<file path="config.mk">
export PLATFORM = sky130hd
export DESIGN_NAME = mem_access_stage
export DESIGN_NICKNAME = d
export VERILOG_FILES = /design/src/rtl/mem_pkg.sv /design/src/rtl/load_extend.sv /design/src/rtl/mem_access_stage.sv
export SDC_FILE = /design/constraint.sdc
export NUM_CORES = 1
export LEC_CHECK = 0
export ABC_AREA = 1
export BUFFER_PORTS_ARGS = -buffer_cell sky130_fd_sc_hd__buf_2
export CAP_MARGIN = 20
export CORE_AREA = 2 2 163 165
export CTS_BUF_LIST = sky130_fd_sc_hd__clkbuf_2
export CTS_CLUSTER_DIAMETER = 50
export DETAILED_ROUTE_END_ITERATION = 10
export DIE_AREA = 0 0 165 167
export GPL_ROUTABILITY_DRIVEN = 0
export MAX_ROUTING_LAYER = met4
export PLACE_DENSITY = 0.73
export SLEW_MARGIN = 20
export SYNTH_ARGS = -nofsm -noshare
export SYNTH_HDL_FRONTEND = slang
export SYNTH_SLANG_ARGS = --single-unit
</file>
<file path="constraint.sdc">
create_clock -name clk -period 1.5 [get_ports clk]
set_clock_uncertainty 0.1 [all_clocks]
set_input_delay 0.3 -clock clk [delete_from_list [all_inputs] [get_ports clk]]
set_output_delay 0.3 -clock clk [all_outputs]
set_load 0.02 [all_outputs]
</file>
<file path="src/rtl/mem_pkg.sv">
// rtl/mem_pkg.sv - op codes, FSM states and HI/LO bundle layout for the MEM stage
package mem_pkg;

  typedef enum logic [3:0] {
    OP_NONE = 4'd0,
    OP_LW   = 4'd1,
    OP_LB   = 4'd2,
    OP_LBU  = 4'd3,
    OP_LH   = 4'd4,
    OP_LHU  = 4'd5,
    OP_SW   = 4'd6,
    OP_SB   = 4'd7,
    OP_SH   = 4'd8
  } mem_op_e;

  typedef enum logic [2:0] {
    ST_EMPTY = 3'd0,
    ST_PASS  = 3'd1,
    ST_REQ   = 3'd2,
    ST_WAIT  = 3'd3,
    ST_LDONE = 3'd4
  } mem_state_e;

  // HI/LO bundle is {hi_we, lo_we, hi, lo}
  localparam int HILO_LO_LSB = 0;
  localparam int HILO_HI_LSB = HILO_LO_LSB + 32;
  localparam int HILO_LO_WE  = HILO_HI_LSB + 32;
  localparam int HILO_HI_WE  = HILO_LO_WE + 1;

  function automatic logic op_is_load(input logic [3:0] op);
    case (op)
      OP_LW, OP_LB, OP_LBU, OP_LH, OP_LHU: op_is_load = 1'b1;
      default:                             op_is_load = 1'b0;
    endcase
  endfunction

  function automatic logic op_is_store(input logic [3:0] op);
    case (op)
      OP_SW, OP_SB, OP_SH: op_is_store = 1'b1;
      default:             op_is_store = 1'b0;
    endcase
  endfunction

  function automatic logic op_is_half(input logic [3:0] op);
    case (op)
      OP_LH, OP_LHU, OP_SH: op_is_half = 1'b1;
      default:              op_is_half = 1'b0;
    endcase
  endfunction

  function automatic logic op_is_word(input logic [3:0] op);
    case (op)
      OP_LW, OP_SW: op_is_word = 1'b1;
      default:      op_is_word = 1'b0;
    endcase
  endfunction

endpackage

</file>
<file path="src/rtl/load_extend.sv">
// rtl/load_extend.sv - selects the addressed load lane and sign/zero-extends it
module load_extend
  import mem_pkg::*;
(
  input  logic [3:0]  op,
  input  logic [1:0]  a,
  input  logic [31:0] rdata,
  output logic [31:0] ext
);

  logic [7:0]  byte_sel;
  logic [15:0] half_sel;

  // Pick the addressed byte/half, then extend according to the load flavour
  always_comb begin
    byte_sel = rdata[7:0];
    half_sel = a[1] ? rdata[31:16] : rdata[15:0];
    ext      = rdata;
    case (a)
      2'd1:    byte_sel = rdata[15:8];
      2'd2:    byte_sel = rdata[23:16];
      2'd3:    byte_sel = rdata[31:24];
      default: byte_sel = rdata[7:0];
    endcase
    case (op)
      OP_LB:   ext = {{24{byte_sel[7]}}, byte_sel};
      OP_LBU:  ext = {24'd0, byte_sel};
      OP_LH:   ext = {{16{half_sel[15]}}, half_sel};
      OP_LHU:  ext = {16'd0, half_sel};
      default: ext = rdata;
    endcase
  end

endmodule

</file>
<file path="src/rtl/mem_access_stage.sv">
// rtl/mem_access_stage.sv - MEM pipeline stage with valid/ready data-memory handshake
module mem_access_stage
  import mem_pkg::*;
#(
  parameter int ADDR_W = 32,
  parameter int DATA_W = 32,
  parameter int REG_AW = 5,
  parameter int HILO_W = 66
) (
  input  logic              clk,
  input  logic              rst,
  input  logic              ex_valid,
  input  logic [ADDR_W-1:0] ex_pc,
  input  logic [3:0]        ex_op,
  input  logic [DATA_W-1:0] ex_result,
  input  logic [DATA_W-1:0] ex_store_data,
  input  logic              ex_rf_we,
  input  logic [REG_AW-1:0] ex_rf_waddr,
  input  logic [HILO_W-1:0] ex_hilo,
  output logic              mem_ready,
  output logic              dreq_valid,
  input  logic              dreq_ready,
  output logic [ADDR_W-1:0] dreq_addr,
  output logic [3:0]        dreq_wstrb,
  output logic [DATA_W-1:0] dreq_wdata,
  input  logic              drsp_valid,
  input  logic [DATA_W-1:0] drsp_rdata,
  output logic              wb_valid,
  output logic [ADDR_W-1:0] wb_pc,
  output logic              wb_rf_we,
  output logic [REG_AW-1:0] wb_rf_waddr,
  output logic [DATA_W-1:0] wb_rf_wdata,
  output logic [HILO_W-1:0] wb_hilo,
  output logic              wb_exc_misalign,
  output logic              fwd_pending,
  output logic              stallreq
);

  if (DATA_W != 32) begin : g_bad_data_w
    $error("mem_access_stage: DATA_W must be 32");
  end
  if (HILO_W != HILO_HI_WE + 1) begin : g_bad_hilo_w
    $error("mem_access_stage: HILO_W does not match the HI/LO bundle layout");
  end

  mem_state_e        state, state_nxt;
  logic              accept;
  logic              ex_load, ex_store, ex_misalign;
  logic [3:0]        ex_wstrb;
  logic [DATA_W-1:0] ex_wdata;

  logic [ADDR_W-1:0] r_pc;
  logic [3:0]        r_op;
  logic [DATA_W-1:0] r_result;
  logic [DATA_W-1:0] r_wdata;
  logic [3:0]        r_wstrb;
  logic              r_rf_we;
  logic              r_misalign;
  logic              r_store;
  logic [REG_AW-1:0] r_waddr;
  logic [HILO_W-1:0] r_hilo;
  logic [DATA_W-1:0] r_load_data;
  logic [DATA_W-1:0] ext_data;

  // Decode the incoming op and pre-shift store lanes so the request is stable from REQ entry
  always_comb begin
    ex_load     = op_is_load(ex_op);
    ex_store    = op_is_store(ex_op);
    ex_misalign = (op_is_half(ex_op) && ex_result[0]) ||
                  (op_is_word(ex_op) && (ex_result[1:0] != 2'b00));
    ex_wstrb    = 4'b0000;
    ex_wdata    = '0;
    case (ex_op)
      OP_SB: begin
        ex_wstrb = 4'b0001 << ex_result[1:0];
        ex_wdata = {4{ex_store_data[7:0]}};
      end
      OP_SH: begin
        ex_wstrb = 4'b0011 << ex_result[1:0];
        ex_wdata = {2{ex_store_data[15:0]}};
      end
      OP_SW: begin
        ex_wstrb = 4'b1111;
        ex_wdata = ex_store_data;
      end
      default: ;
    endcase
  end

  // State register; reset abandons any in-flight request or response
  always_ff @(posedge clk or negedge rst) begin
    if (!rst) state <= ST_EMPTY;
    else      state <= state_nxt;
  end

  // Next state and status flags; only one memory request is ever outstanding
  always_comb begin
    state_nxt  = state;
    mem_ready  = 1'b0;
    dreq_valid = 1'b0;
    stallreq   = 1'b0;
    wb_valid   = 1'b0;
    case (state)
      ST_EMPTY, ST_PASS, ST_LDONE: begin
        mem_ready = 1'b1;
        wb_valid  = (state != ST_EMPTY);
        if (ex_valid) state_nxt = ((ex_load || ex_store) && !ex_misalign) ? ST_REQ : ST_PASS;
        else          state_nxt = ST_EMPTY;
      end
      ST_REQ: begin
        dreq_valid = 1'b1;
        stallreq   = 1'b1;
        if (dreq_ready) state_nxt = r_store ? ST_PASS : ST_WAIT;
      end
      ST_WAIT: begin
        stallreq = 1'b1;
        if (drsp_valid) state_nxt = ST_LDONE;
      end
      default: state_nxt = ST_EMPTY;
    endcase
  end

  assign accept = ex_valid && mem_ready;

  // Capture EX on accept; latch the extended load word when the response lands
  always_ff @(posedge clk or negedge rst) begin
    if (!rst) begin
      r_pc        <= '0;
      r_op        <= '0;
      r_result    <= '0;
      r_wdata     <= '0;
      r_wstrb     <= '0;
      r_rf_we     <= 1'b0;
      r_misalign  <= 1'b0;
      r_store     <= 1'b0;
      r_waddr     <= '0;
      r_hilo      <= '0;
      r_load_data <= '0;
    end else begin
      if (accept) begin
        r_pc       <= ex_pc;
        r_op       <= ex_op;
        r_result   <= ex_result;
        r_wdata    <= ex_wdata;
        r_wstrb    <= ex_wstrb;
        r_rf_we    <= ex_rf_we && !ex_misalign && !ex_store;
        r_misalign <= ex_misalign;
        r_store    <= ex_store;
        r_waddr    <= ex_rf_waddr;
        r_hilo     <= ex_hilo;
      end
      if (state == ST_WAIT && drsp_valid) r_load_data <= ext_data;
    end
  end

  load_extend u_load_extend (
    .op    (r_op),
    .a     (r_result[1:0]),
    .rdata (drsp_rdata),
    .ext   (ext_data)
  );

  assign dreq_addr       = dreq_valid ? {r_result[ADDR_W-1:2], 2'b00} : '0;
  assign dreq_wstrb      = dreq_valid ? r_wstrb : 4'b0000;
  assign dreq_wdata      = dreq_valid ? r_wdata : '0;

  assign wb_pc           = wb_valid ? r_pc : '0;
  assign wb_rf_we        = wb_valid && r_rf_we;
  assign wb_rf_waddr     = wb_valid ? r_waddr : '0;
  assign wb_rf_wdata     = !wb_valid ? '0 : ((state == ST_LDONE) ? r_load_data : r_result);
  assign wb_hilo         = wb_valid ? r_hilo : '0;
  assign wb_exc_misalign = wb_valid && r_misalign;
  assign fwd_pending     = stallreq && r_rf_we;

endmodule
</file>
==> summary.txt <==
arrival time worst endpoint - 2.49 ns
global-route usage over all layers - 33.2%
min-delay src - ex_result[2]
Fin. Hold Viols - 0
Sequential Area - 0.00533 mm²
antenna-violating nets left - 0
Max transition margin - 63.1%
RSZ-0062 raised after global routing - true
Hold/Removal Path Class - in -> reg
# DRC - 0
CTS sink count - 213
max-cap viol count - 0
worst reg2reg startpoint - state[2]
initial antenna violation count - 5
ys async rst share - 100%
Req. time, crit path - 1.10 ns
gr ovfl total - 0
Util after Layout - 77.3%
IO buf count - 416
PnR worst setup slack - -1.39 ns
post-synthesis sequential area ratio - 48.1%
io pins - 419
WHS - 0.0991 ns
Yosys top cell area share - 48.1%
Avg Cell Area, Syn - 7.54 µm²
Worst Path Max Fanout - 8
Max Buffers Root-to-Sink - 3
PwrDens - 1900 mW/mm²
post-DR vias/cell - 5.38
Critical Path Start Type - flip-flop
failing checks - setup timing
DPL Wire Length - 27.5 mm
Synth warnings - 0
Multi-input gate area - 0.00570 mm²
Rows - 59
initial core utilization - 43.0%
status - finished, violations left
setup violators final - 420
Final Cycle Share - 193%
hold path endpoint - r_result[2]
cts bufs inserted - 58
clock latency on the worst-skew pair - 0.87 ns
Mapped Cells - 1,470
drt first pass iters - 6
Pwr Total - 0.0378 W
Synth area leaders - dfrtp_1, nand2_1, inv_1
leading cell types by count after synthesis - nand2_1, inv_1, dfrtp_1, nor2_1, o21ai_0
#FFs+latches synth - 213
worst-margin pin slew - 0.552 ns
Post-Route Setup TNS - -330.40 ns
vias in the first global route - 13,400
Die Footprint - 0.0276 mm²
clock root buffer - clkbuf_2
top-count cell post-synth - nand2_1
largest net degree at the start of global routing - 50
Worst Hold Depth - 4
H-tree depth - 2
Tmin final - 2.89 ns
post-synth top area cell - dfrtp_1
Die Ht - 167 µm
Fill cells - 1,485
area grow syn2layout - 79.7%
Leak Pwr - 9.62 nW
first-pass GRT wire length - 69.5 mm
WL final - 53.5 mm
Die X - 165 µm
Post-synth EDFFs - 0
Clk pin slew, worst setup/hold paths - 0.10 ns
CTS tree - yes
maximum VDD drop - 1520 µV
Synth Flop Type - dfrtp_1
wire length per cell - 20.8 µm
core area - 0.0258 mm²
DRT iter0 DRCs - 1,609
Slew Viols, Final - 0
Crit Path Category - reg -> out
Crit. End Element - output pin
r2r setup slk - -0.58 ns
Fmax achieved - 0.346 GHz
share of layout cells above drive strength 1 - 41.6%
Critical R2R Capture - r_load_data[19]
Critical Path Start - state[0]
vias - 13,900
final net count - 2,403
Netlist cell types - 30
Post-Syn Area - 0.0111 mm²
R2R depth - 13
## worst max-delay path by stage
| stage | endpoint | cells past startpoint |
|---|---|---|
| after floorplan | dreq_wdata[10] | 7 |
| after global placement | wb_pc[19] | 8 |
| after detailed placement | wb_rf_waddr[1] | 8 |
| after CTS | wb_rf_waddr[1] | 8 |
| after global routing | wb_rf_wdata[29] | 8 |
| final | wb_rf_wdata[29] | 8 |
## through the flow
stage | cells | instance area (µm²) | setup slack (ns)
after CTS | 2539 | 18400 | -1.31
after floorplan | 1471 | 12600 | -0.292
final | 2573 | 19900 | -1.39
after detailed placement | 2224 | 15400 | -0.347
after global routing | 2573 | 19900 | -1.48
after global placement | 2224 | 15400 | -0.329
## layer usage
| metal | track usage, % | routed length [µm] | vias to the layer above |
|---|---|---|---|
| met4 | 18.0 | 3870 | 0 |
| met1 | 37.5 | 18200 | 6443 |
| li1 | - | - | 5978 |
| met2 | 53.4 | 26100 | 1073 |
| met5 | - | 0 | - |
| met3 | 8.92 | 5300 | 359 |
## worst max-delay path, stage by stage, from the launching register on
cell     delay [ns]
dfrtp_2        0.46
nand2_2        0.09
nand2_4        0.06
a21oi_4        0.14
buf_12         0.19
buf_4          0.15
o21ai_0        0.15
a21oi_2        0.21
buf_6          0.15
## layout by cell type (no fill, tap or decap), types with 3 or more instances in the layout
| master | n |
|---|---|
| a21oi_2 | 28 |
| nor2_1 | 46 |
| nand2_2 | 3 |
| buf_8 | 7 |
| o21ai_0 | 82 |
| nand3b_1 | 23 |
| clkbuf_16 | 9 |
| inv_2 | 6 |
| clkinv_1 | 12 |
| dlygate4sd3_1 | 214 |
| dfrtp_1 | 211 |
| inv_1 | 260 |
| nand2_1 | 319 |
| o21ai_1 | 71 |
| clkbuf_2 | 80 |
| nor2_4 | 153 |
| diode_2 | 5 |
| buf_4 | 121 |
| buf_12 | 27 |
| a22oi_1 | 10 |
| o21ai_2 | 75 |
| o21ai_4 | 9 |
| buf_16 | 6 |
| buf_6 | 156 |
| nand3_1 | 16 |
| a21oi_1 | 31 |
| a21oi_4 | 5 |
| buf_2 | 207 |
| clkinv_2 | 7 |
| nor2_2 | 15 |
## report_power, final
group          leakage, nW  total (W)  switching, W  internal [W]
clock                0.381    0.00411       0.00267       0.00144
sequential            2.61    0.00969       0.00139       0.00829
combinational         6.64     0.0240        0.0146       0.00935
## registers in the layout, summed over array words and instances, names as in the netlist
signal and flops:
r_hilo 66, r_load_data 32, r_misalign 1, r_op 4, r_pc 32, r_result 32, r_rf_we 1, r_store 1
r_waddr 5, r_wdata 32, r_wstrb 4, state 3
## cell families (layout without fill, tap and decap cells)
family / Yosys count / count (layout) / synth area share [%]
other cells: 1 / 7 / 0.0338
flops: 213 / 213 / 48.1
compound gates: 318 / 318 / 17.0
simple gates: 580 / 580 / 20.8
buf+inv: 358 / 1120 / 14.1
## layout make-up
class                   instances  share of cell area (%)
multi-input cells             900                    28.6
inverters                     271                    5.30
repair inverters                1                  0.0566
repair buffers                749                    34.6
clock buffers                  80                    2.01
flip-flops and latches        213                    26.8
clock inverters                19                   0.402
diodes                          5                  0.0629
well taps                     335                    2.11
## what timing repair did
item | 4_1_cts | 5_1_grt
gates cloned | 1 | 12
endpoints found under the hold margin | 426 | 0
buffers inserted | 1 | 18
hold buffers | 214 | 0
endpoints found under the setup margin | 420 | 420
resized for setup | 119 | 363
pin swaps | 0 | 5
(Power assumes the default switching activity.)
